$ cat src/rtl/fp_result_uart_tx.sv
// Serialises a 5-byte result packet {HDR_TAG,op}, result[31:24..7:0] over an 8N1 UART line.
// Handshake: start is a one-cycle request; it is accepted only while busy=0, and tx_done pulses once per packet.
module fp_result_uart_tx #(
  parameter int          CLKS_PER_BIT = 868,
  parameter logic [5:0]  HDR_TAG      = 6'b101000
) (
  input  logic        clk,
  input  logic        reset,
  input  logic        start,
  input  logic [31:0] result,
  input  logic [1:0]  op,
  output logic        tx,
  output logic        busy,
  output logic        tx_done,
  output logic [1:0]  state_dbg
);

  typedef enum logic [1:0] {IDLE, START_BIT, DATA_BITS, STOP_BIT} state_t;

  localparam logic [15:0] BAUD_LAST = 16'(CLKS_PER_BIT - 1);

  state_t      state;
  logic [15:0] baud_cnt;
  logic [2:0]  bit_cnt;
  logic [2:0]  byte_cnt;
  logic [39:0] shift_reg;
  logic        baud_last;
  logic [7:0]  cur_byte;

  assign baud_last = (baud_cnt == BAUD_LAST);
  assign cur_byte  = shift_reg[39:32];
  assign state_dbg = state;

  // tx is registered: each transition edge loads the level for the coming bit period.
  always_ff @(posedge clk or negedge reset) begin
    if (!reset) begin
      state     <= IDLE;
      baud_cnt  <= 16'd0;
      bit_cnt   <= 3'd0;
      byte_cnt  <= 3'd0;
      shift_reg <= 40'd0;
      tx        <= 1'b1;
      busy      <= 1'b0;
      tx_done   <= 1'b0;
    end else begin
      tx_done <= 1'b0;
      if (state == IDLE) begin
        baud_cnt <= 16'd0;
        if (start) begin
          shift_reg <= {HDR_TAG, op, result};
          bit_cnt   <= 3'd0;
          byte_cnt  <= 3'd0;
          busy      <= 1'b1;
          tx        <= 1'b0;
          state     <= START_BIT;
        end
      end else if (!baud_last) begin
        baud_cnt <= baud_cnt + 16'd1;
      end else begin
        baud_cnt <= 16'd0;
        case (state)
          START_BIT: begin
            bit_cnt <= 3'd0;
            tx      <= cur_byte[0];
            state   <= DATA_BITS;
          end
          DATA_BITS: begin
            if (bit_cnt == 3'd7) begin
              bit_cnt <= 3'd0;
              tx      <= 1'b1;
              state   <= STOP_BIT;
            end else begin
              bit_cnt <= bit_cnt + 3'd1;
              tx      <= cur_byte[bit_cnt + 3'd1];
            end
          end
          STOP_BIT: begin
            if (byte_cnt == 3'd4) begin
              byte_cnt  <= 3'd0;
              shift_reg <= 40'd0;
              busy      <= 1'b0;
              tx_done   <= 1'b1;
              tx        <= 1'b1;
              state     <= IDLE;
            end else begin
              // Next byte moves into the top of the shift register with no idle gap.
              byte_cnt  <= byte_cnt + 3'd1;
              shift_reg <= {shift_reg[31:0], 8'd0};
              tx        <= 1'b0;
              state     <= START_BIT;
            end
          end
          default: state <= IDLE;
        endcase
      end
    end
  end

endmodule

$ cat config.mk
export PLATFORM = sky130hd
export DESIGN_NAME = fp_result_uart_tx
export DESIGN_NICKNAME = d
export VERILOG_FILES = /design/src/rtl/fp_result_uart_tx.sv
export SDC_FILE = /design/constraint.sdc
export NUM_CORES = 1
export LEC_CHECK = 0
export CAP_MARGIN = 20
export CORE_ASPECT_RATIO = 0.7
export CORE_MARGIN = 1.5
export CORE_UTILIZATION = 52
export CTS_CLUSTER_SIZE = 8
export DETAILED_ROUTE_END_ITERATION = 12
export HOLD_SLACK_MARGIN = 0.06
export PLACE_DENSITY = 0.84
export SETUP_SLACK_MARGIN = 0.02
export SLEW_MARGIN = 15
export SYNTH_ARGS = -nofsm -noshare
export SYNTH_HDL_FRONTEND = slang
export SYNTH_SLANG_ARGS = --single-unit
$ cat constraint.sdc
create_clock -name clk -period 5.3 [get_ports clk]
set_clock_uncertainty 0.05 [all_clocks]
set_input_delay 1.06 -clock clk [delete_from_list [all_inputs] [get_ports clk]]
set_output_delay 1.06 -clock clk [all_outputs]
set_load 0.005 [all_outputs]
==> run summary <==
post-synth design cell area = 0.00354 mm²
Distinct cells, synth = 51
share of layout cells above drive strength 1 = 0.145
Syn Area/Cell = 10.5 µm²
DP Wirelength = 5290 µm
final period demand of the worst path = 3510 ps
Crit. End Element = register
global placer's final weighted congestion = 0.846
WP buf/inv = 1
H-tree depth = 3
Die Ht = 72.0 µm
crit-path leading delay family = compound AO/OA/AOI/OAI gates
vias per inst = 5.59
Worst path max stage delay = 970 ps
DRC viols = 0
Overall Global Routing Usage = 0.229
Hold WS = 446 ps
row count = 24
Hold Path Class = register to register
synthesis-to-layout area growth = 17.6%
Setup TNS = 0 ps
Register-to-Register Path Depth = 5
Post-synth EDFFs = 0
die area = 0.00732 mm²
CP Cell Sequence = inv_1 -> ha_2 -> nand2_1 -> a21oi_4 -> mux2_2
Post-CTS Hold Buffers = 0
Crit Path Class = register to register
Antenna Diode Count = 0
routed length per placed instance = 16.3 µm
Starting Density = 0.553
Slew HR = 0.288
top post-synthesis cells by count = dfrtp_1, nand2_1, o21ai_0, mux2_4, nor2_1
top_reg_cell synth = dfrtp_1
CTS tree = yes
max reg flops = 40
reg2reg setup slack = 1790 ps
reg2reg end = shift_reg[8]
fmax = 285 MHz
maximum VDD drop = 0.000132 V
CP Data Required Time = 5490 ps
DRT Wirelength = 7640 µm
largest net degree at the start of global routing = 68
Synth area leader = dfrtp_1
TritonCTS Sinks = 67
Die Width = 102 µm
pwr dens = 235 mW/mm²
status = completed
final hold vios = 0
Worst path slowest cell = a21oi_4
Area contributors post-synth = dfrtp_1, mux2_4, nand2_1
Finished Cell Area = 0.00416 mm²
Nets = 421
most frequent cell after synthesis = dfrtp_1
post_cts resized = 0
CTS Root Cell = clkbuf_8
first-pass GRT wire length = 12700 µm
fin worst setup slack = 1790 ps
crit path launch type = register
I/O Pins = 42
Least-Margin Pin Slew = 1070 ps
RSZ-0062 raised after global routing = false
Post-DP Area = 0.00396 mm²
final setup fails = 0
clock latency on the worst-skew pair = 350 ps
vias in the first global route = 2615
Synth Instances = 338
Num CTS Buffers = 9
antenna-violating nets left = 0
period utilisation layout = 0.661
pre-CTS setup slack = 1820 ps
Hold Path End = shift_reg[23]
core area = 0.00640 mm²
Hold Path Stages = 1
antenna violations before repair = 0
#FFs+latches synth = 67
via count = 2628
synthesis warning total = 0
DR iter-0 viols = 167
first drt pass iteration count = 4
syn nets = 385
Overflow after GRT = 0
post-synthesis sequential area ratio = 0.474
fraction of registers with async set/reset = 1.00
worst hold start = shift_reg[23]
post-layout util = 0.651
fin. max-slew vios = 0
post-synth top area share = 0.467
PortBufs = 41
largest fanout on the critical path = 64
crit path DAT = 3700 ps
Pleak = 1.67 nW
r2r startpoint = state_dbg[1]
number of max-cap violations = 0
Post-CTS Setup Bufs = 0
clk buf depth = 2
clock-pin slew on the worst setup and hold paths = 80 ps
==> stage by stage <==
stage	total power [mW]	instances
3_3_place_gp	0.558	454
4_1_cts	0.985	470
2_1_floorplan	0.521	338
6_report	0.979	470
5_1_grt	1.01	470
3_5_place_dp	0.558	454
==> worst reg2reg max path: stages, from the launching register on <==
cell and delay, ps:
dfrtp_1 450, inv_1 140, ha_2 860, nand2_1 500
a21oi_4 970, mux2_2 440
==> final cells by class <==
type | count | area (µm²)
Fill cell | 492 | 2230
Tap cell | 91 | 114
Sequential cell | 67 | 1680
Multi-Input combinational cell | 244 | 1720
Inverter | 10 | 37.5
Clock buffer | 9 | 124
Clock inverter | 7 | 76.3
Timing Repair Buffer | 42 | 413
==> report_power, final <==
group | internal (mW) | total [mW] | leakage, nW | switching, mW
Combinational | 0.0230 | 0.0364 | 0.834 | 0.0134
Sequential | 0.511 | 0.511 | 0.741 | 0
Clock | 0.220 | 0.431 | 0.0962 | 0.211
Total | 0.754 | 0.979 | 1.67 | 0.225
==> kinds of logic after synthesis <==
group                      share of synthesized area
and+or+nand+nor                                0.182
AOI/OAI and AO/OA                              0.120
adders and majority gates                     0.0353
DFF                                            0.474
muxes                                          0.121
buffers and inverters                         0.0407
xor gates and xnor gates                      0.0272
==> how the worst max path moves through the flow <==
stage	depth (start not counted)	slack, ps	startpoint	endpoint
2_1_floorplan	8	3020	state_dbg[0]	shift_reg[23]
3_3_place_gp	5	1940	state_dbg[0]	shift_reg[13]
3_5_place_dp	5	1820	state_dbg[0]	shift_reg[11]
4_1_cts	5	1800	state_dbg[1]	shift_reg[8]
5_1_grt	5	1540	state_dbg[1]	shift_reg[8]
6_report	5	1790	state_dbg[1]	shift_reg[8]
==> layout by cell type (no fill, tap or decap), types with 9 or more instances in the layout <==
cell type         n
nor2_1           17
mux2_4           18
nand2_1          63
clkdlybuf4s50_1  40
o21ai_0          33
a22o_1           12
ha_1              9
nand3_1          14
inv_1            10
clkbuf_8          9
dfrtp_1          66
==> metal layers <==
layer,share of wire,wire (µm),up-vias,global-route usage
met2,0.48,3670,74,0.360
met3,0.052,400,18,0.0771
met4,0.020,154,0,0.0802
li1,-,-,1269,-
met5,0,0,-,0
met1,0.45,3420,1267,0.301
(Power assumes the default switching activity.)
